--- config.mk ---
export PLATFORM = sky130hd
export DESIGN_NAME = ps2_mouse_rx
export DESIGN_NICKNAME = d
export VERILOG_FILES = /design/src/rtl/ps2_mouse_rx.sv
export SDC_FILE = /design/constraint.sdc
export NUM_CORES = 1
export LEC_CHECK = 0
export BUFFER_PORTS_ARGS = -buffer_cell sky130_fd_sc_hd__buf_2
export CAP_MARGIN = 20
export CORE_MARGIN = 5
export CORE_UTILIZATION = 59
export DETAILED_ROUTE_END_ITERATION = 8
export HOLD_SLACK_MARGIN = 0.05
export PLACE_DENSITY = 0.79
export SLEW_MARGIN = 20
export SYNTH_ARGS = -nofsm -noshare
export SYNTH_HDL_FRONTEND = slang
export SYNTH_SLANG_ARGS = --single-unit
--- constraint.sdc ---
create_clock -name clk_sys -period 1.9 [get_ports clk_sys]
set_input_delay 0.095 -clock clk_sys [delete_from_list [all_inputs] [get_ports clk_sys]]
set_output_delay 0.095 -clock clk_sys [all_outputs]
set_load 0.02 [all_outputs]
--- src/rtl/ps2_mouse_rx.sv ---
// PS/2 mouse receiver: glitch-filtered device-to-host frames assembled into 3-byte packets.
// Optional PS2_PARITY_CHK_EN makes odd-parity failures frame errors; otherwise parity is ignored.
module ps2_mouse_rx #(
  parameter int FILT_LEN    = 8,
  parameter int TIMEOUT_CYC = 100000
) (
  input  logic        clk_sys,
  input  logic        rst_n,
  input  logic        ps2_clk,
  input  logic        ps2_data,
  output logic        rd_vld,
  output logic [23:0] rd_data,
  output logic        frame_err
);

  localparam int FC_W = $clog2(FILT_LEN + 1);
  localparam int WD_W = $clog2(TIMEOUT_CYC + 1);
  localparam logic [FC_W-1:0] FC_LAST = FC_W'(FILT_LEN - 1);
  localparam logic [FC_W-1:0] FC_ONE  = FC_W'(1);
  localparam logic [WD_W-1:0] WD_LAST = WD_W'(TIMEOUT_CYC - 1);
  localparam logic [WD_W-1:0] WD_ONE  = WD_W'(1);
`ifdef PS2_PARITY_CHK_EN
  localparam bit PAR_CHK = 1'b1;
`else
  localparam bit PAR_CHK = 1'b0;
`endif

  typedef enum logic [1:0] {S_IDLE, S_DATA, S_PARITY, S_STOP} state_t;

  logic            clk_s1_q, clk_s2_q, dat_s1_q, dat_s2_q;
  logic            filt_q, filt_d, filt_prev_q, strobe_q;
  logic [FC_W-1:0] filt_cnt_q, filt_cnt_d;
  state_t          state_q, state_d;
  logic [2:0]      bit_cnt_q;
  logic [7:0]      shift_q, b0_q, b1_q;
  logic            par_q;
  logic [1:0]      idx_q;
  logic [WD_W-1:0] wd_q;
  logic            rd_vld_q, frame_err_q;
  logic [23:0]     rd_data_q;
  logic            timeout, stop_seen, frame_ok, sync_bad, accept, pkt_done, err_d;

  always_ff @(posedge clk_sys or negedge rst_n) begin
    if (!rst_n) begin
      clk_s1_q <= 1'b1;
      clk_s2_q <= 1'b1;
      dat_s1_q <= 1'b1;
      dat_s2_q <= 1'b1;
    end else begin
      clk_s1_q <= ps2_clk;
      clk_s2_q <= clk_s1_q;
      dat_s1_q <= ps2_data;
      dat_s2_q <= dat_s1_q;
    end
  end

  // Level only moves after FILT_LEN consecutive disagreeing samples.
  always_comb begin
    filt_d     = filt_q;
    filt_cnt_d = filt_cnt_q;
    if (clk_s2_q == filt_q) begin
      filt_cnt_d = '0;
    end else if (filt_cnt_q == FC_LAST) begin
      filt_d     = ~filt_q;
      filt_cnt_d = '0;
    end else begin
      filt_cnt_d = filt_cnt_q + FC_ONE;
    end
  end

  always_ff @(posedge clk_sys or negedge rst_n) begin
    if (!rst_n) begin
      filt_q      <= 1'b1;
      filt_cnt_q  <= '0;
      filt_prev_q <= 1'b1;
      strobe_q    <= 1'b0;
    end else begin
      filt_q      <= filt_d;
      filt_cnt_q  <= filt_cnt_d;
      filt_prev_q <= filt_q;
      strobe_q    <= filt_prev_q & ~filt_q;
    end
  end

  assign timeout = (wd_q == WD_LAST) && !strobe_q;

  always_ff @(posedge clk_sys or negedge rst_n) begin
    if (!rst_n) state_q <= S_IDLE;
    else        state_q <= state_d;
  end

  always_comb begin
    state_d = state_q;
    if (strobe_q) begin
      case (state_q)
        S_IDLE:   if (!dat_s2_q) state_d = S_DATA;
        S_DATA:   if (bit_cnt_q == 3'd7) state_d = S_PARITY;
        S_PARITY: state_d = S_STOP;
        default:  state_d = S_IDLE;
      endcase
    end else if (timeout) begin
      state_d = S_IDLE;
    end
  end

  always_comb begin
    stop_seen = strobe_q && (state_q == S_STOP);
    frame_ok  = dat_s2_q && (!PAR_CHK || (^{shift_q, par_q}));
    sync_bad  = stop_seen && frame_ok && (idx_q == 2'd0) && !shift_q[3];
    accept    = stop_seen && frame_ok && !sync_bad;
    pkt_done  = accept && (idx_q == 2'd2);
    err_d     = (stop_seen && !frame_ok) || sync_bad || timeout;
  end

  always_ff @(posedge clk_sys or negedge rst_n) begin
    if (!rst_n) begin
      bit_cnt_q   <= 3'd0;
      shift_q     <= 8'h00;
      par_q       <= 1'b0;
      idx_q       <= 2'd0;
      b0_q        <= 8'h00;
      b1_q        <= 8'h00;
      wd_q        <= '0;
      rd_vld_q    <= 1'b0;
      rd_data_q   <= 24'h0;
      frame_err_q <= 1'b0;
    end else begin
      if (strobe_q && state_q == S_IDLE) bit_cnt_q <= 3'd0;
      if (strobe_q && state_q == S_DATA) begin
        shift_q   <= {dat_s2_q, shift_q[7:1]};
        bit_cnt_q <= bit_cnt_q + 3'd1;
      end
      if (strobe_q && state_q == S_PARITY) par_q <= dat_s2_q;
      if (pkt_done || err_d)  idx_q <= 2'd0;
      else if (accept)        idx_q <= idx_q + 2'd1;
      if (accept && idx_q == 2'd0) b0_q <= shift_q;
      if (accept && idx_q == 2'd1) b1_q <= shift_q;
      if (pkt_done) rd_data_q <= {shift_q, b1_q, b0_q};
      rd_vld_q    <= pkt_done;
      frame_err_q <= err_d;
      // The watchdog only runs while a frame or packet is partially received.
      if (strobe_q || timeout)                     wd_q <= '0;
      else if (state_q != S_IDLE || idx_q != 2'd0) wd_q <= wd_q + WD_ONE;
      else                                         wd_q <= '0;
    end
  end

  assign rd_vld    = rd_vld_q;
  assign rd_data   = rd_data_q;
  assign frame_err = frame_err_q;

endmodule

==> impl_metrics.py <==
metrics = {
    "grt": {
        "grt_pass1_vias": 2112,
        "antenna_found_initial": 0,
        "grt_overflow": 0,
        "track_usage_pct": 17.1,
        "grt_max_degree": 45,
        "grt_pass1_wl_um": 10300,
    },
    "drt": {
        "drtIter0Drc": 102,
        "via_count": 2064,
        "first_pass_iters": 4,
        "ant_nets": 0,
        "wl_per_cell_um": 14.9,
        "vias_per_cell": 5.31,
        "routed_wl_um": 5800,
        "drc": 0,
    },
    "clock_tree": {
        "post_cts_buffers": 0,
        "clock_sinks": 85,
        "cts_buffers": 9,
        "cts_tree": "yes",
        "clk_latency_ps": 350,
        "clockRootBuffer": "clkbuf_8",
        "clk_pin_slew_ps": 90,
        "htreeDepth": 3,
        "clockBufferDepth": 2,
    },
    "timing": {
        "rsz0062_at_grt": "false",
        "slew_violations": 0,
        "worst_slew_pin_slew_ps": 514,
        "finalSetupTns_ps": 0,
        "hold_viol": 0,
        "setup_viol_count_final": 0,
        "min_period_ps": 1730,
        "slew_headroom_pct": 65.7,
        "fmax_mhz": 577,
        "period_share_pct": 91.2,
        "finalClockSkew_ps": 15.3,
    },
    "status": {
        "status": "completed",
    },
    "final_layout": {
        "nNetsFinal": 324,
        "layout-drive-gt1-share_pct": 39.2,
        "antenna_cells": 0,
        "final_cell_mix": "79 x dfrtp_1, 29 x mux2_2, 28 x buf_2",
        "syn_to_final_growth_pct": 13.3,
        "final_common_cell": "dfrtp_1",
        "instances_no_fill": 389,
    },
    "setup_path": {
        "cp_max_fo": 20,
        "critPathLaunch": "idx_q[0]",
        "timing.reg2reg.setup_slack_ps": 170,
        "ff2ff_path_depth": 7,
        "critical_path_class": "reg2reg",
        "end_kind": "flop",
        "arrival_ps": 1960,
        "required_ps": 2130,
        "r2r_end": "rd_data[3]",
        "start_kind": "flop",
        "r2r-start": "idx_q[0]",
    },
    "logic_synthesis": {
        "ys_top_cells_by_area": "dfrtp_1 54%, mux2_2 8.9%, mux2_4 7.7%",
        "synth_largest_area_cell": "dfrtp_1",
        "syn_nets": 279,
        "netlist_instances": 264,
        "mappedNetlistArea_um2": 3680,
        "syn_area_per_cell_um2": 13.9,
        "yosysSeqAreaShare_pct": 58.0,
        "ys_ff_latch": 85,
        "ys_types": 43,
        "synth_top_area_share_pct": 53.7,
        "synth_enable_flop_cells": 0,
        "async_reset_ff_share_pct": 100,
        "ys_warn_count": 0,
        "synthFlopType": "dfrtp_1",
    },
    "power_and_ir_drop": {
        "intPower_uw": 2690,
        "p_leak_uw": 0.00212,
        "power_density_nw_per_um2": 894,
        "switchingPower_uw": 1040,
        "power.share.combinational_pct": 12.4,
        "ir_drop_v": 0.000808,
        "switching_share_pct": 28.0,
        "clock_power_share_pct": 31.7,
        "seqPwrFrac_pct": 55.9,
    },
    "run": {
        "maxCapViolations": 0,
    },
    "floorplanning": {
        "coreArea_um2": 5990,
        "io_pins": 30,
        "start_util_pct": 61.4,
        "die_area_um2": 7920,
        "num_rows": 28,
        "die_x_um": 89.0,
        "die_y_um": 89.0,
    },
    "placed_design": {
        "dp.cells": 370,
        "gp_congestion": 0.754,
        "hpwlAfterDp_um": 3970,
        "numPortBuffers": 29,
    },
    "min_path": {
        "hold_class": "in2async",
    },
}
-- kinds of logic (layout without fill, tap and decap cells) --
group | after synthesis | in the layout | share of synthesized area, %
AO/OA/AOI/OAI | 11 | 11 | 2.24
adder cells (fa/ha/maj) | 11 | 11 | 3.74
multiplexers | 50 | 50 | 17.2
XOR/XNOR | 17 | 17 | 4.04
AND/OR/NAND/NOR | 76 | 76 | 12.5
flip-flops | 85 | 85 | 58.0
buffers and inverters | 14 | 64 | 2.28
-- worst max-delay path, cell delays in order, from the launching register on --
cell,delay (ps)
dfrtp_1,380
inv_1,110
ha_1,200
nor2b_2,230
nor2_4,70
nand2_4,80
buf_12,180
mux2_2,350
-- worst max path at each step --
stage                     cells after the start  slack (ps)          end
final                                         7         170   rd_data[3]
after global routing                          7          50   rd_data[3]
after CTS                                     7          60   rd_data[0]
after detailed placement                      7          70   rd_data[0]
after global placement                        7         160   rd_data[0]
after floorplan                               7         200  rd_data[10]
-- registers in the layout, summed over array words and instances, names as in the netlist --
signal / count
filt_cnt_q: 4
shift_q: 8
clk_s1_q: 1
clk_s2_q: 1
bit_cnt_q: 3
rd_data: 24
dat_s1_q: 1
b0_q: 8
strobe_q: 1
rd_vld: 1
state_q: 2
filt_prev_q: 1
frame_err: 1
dat_s2_q: 1
b1_q: 8
wd_q: 17
idx_q: 2
filt_q: 1
-- repair_timing --
| item | in CTS | in global routing |
|---|---|---|
| setup endpoints to repair | 0 | 7 |
| endpoints found under the hold margin | 37 | 0 |
| resized for setup | 0 | 1 |
| hold buffers | 3 | 0 |
-- power groups by stage --
| stage | clock (µW) | combinational (µW) | sequential (µW) |
|---|---|---|---|
| floorplan | 0 | 414 | 2070 |
| global placement | 0 | 453 | 2110 |
| detailed placement | 0 | 473 | 2120 |
| CTS | 1220 | 478 | 2090 |
| global route | 1290 | 533 | 2110 |
| finish | 1180 | 462 | 2090 |
-- cells in the mapped netlist, types with 2 or more instances --
| library cell | instances |
|---|---|
| nand3_2 | 2 |
| dfstp_2 | 6 |
| mux2i_1 | 2 |
| nand2_1 | 9 |
| nand2_2 | 2 |
| mux2_2 | 29 |
| ha_1 | 11 |
| nand4_1 | 5 |
| nor2b_1 | 4 |
| nand3_1 | 5 |
| a32o_1 | 2 |
| nor3_1 | 7 |
| o21ai_0 | 2 |
| nor4_2 | 5 |
| inv_1 | 8 |
| dfrtp_1 | 79 |
| xnor2_1 | 13 |
| nor2_1 | 23 |
| mux2_4 | 19 |
| and4_1 | 2 |
| xor2_1 | 4 |
| a21oi_1 | 2 |
| buf_6 | 2 |
| nand3b_1 | 2 |
-- layout make-up --
cell class / count / area (µm²)
well taps: 75 / 93.8
inverters: 8 / 30.0
flip-flops and latches: 85 / 2130
fillers: 405 / 1820
repair buffers: 40 / 263
multi-input cells: 165 / 1470
clock inverters: 4 / 30.0
clock buffers: 12 / 155
-- through the flow --
stage,worst slack (ps),cell area (µm²),power [µW],hold slack (ps),utilization [%]
final,167,4170,3730,252,69.6
after global routing,54.5,4170,3940,280,69.6
after CTS,62.8,4170,3780,273,69.6
after detailed placement,69.6,3950,2590,109,66.0
after global placement,158,3950,2570,103,66.0
after floorplan,205,3680,2490,-201,-
-- layer usage --
layer / vias up / global-route usage [%] / routed length (µm)
met4: 0 / 6.09 / 87
met5: - / 0 / 0
met1: 1018 / 24.0 / 2930
met2: 26 / 25.6 / 2550
met3: 8 / 5.07 / 228
li1: 1012 / - / -
(Power assumes the default switching activity.)
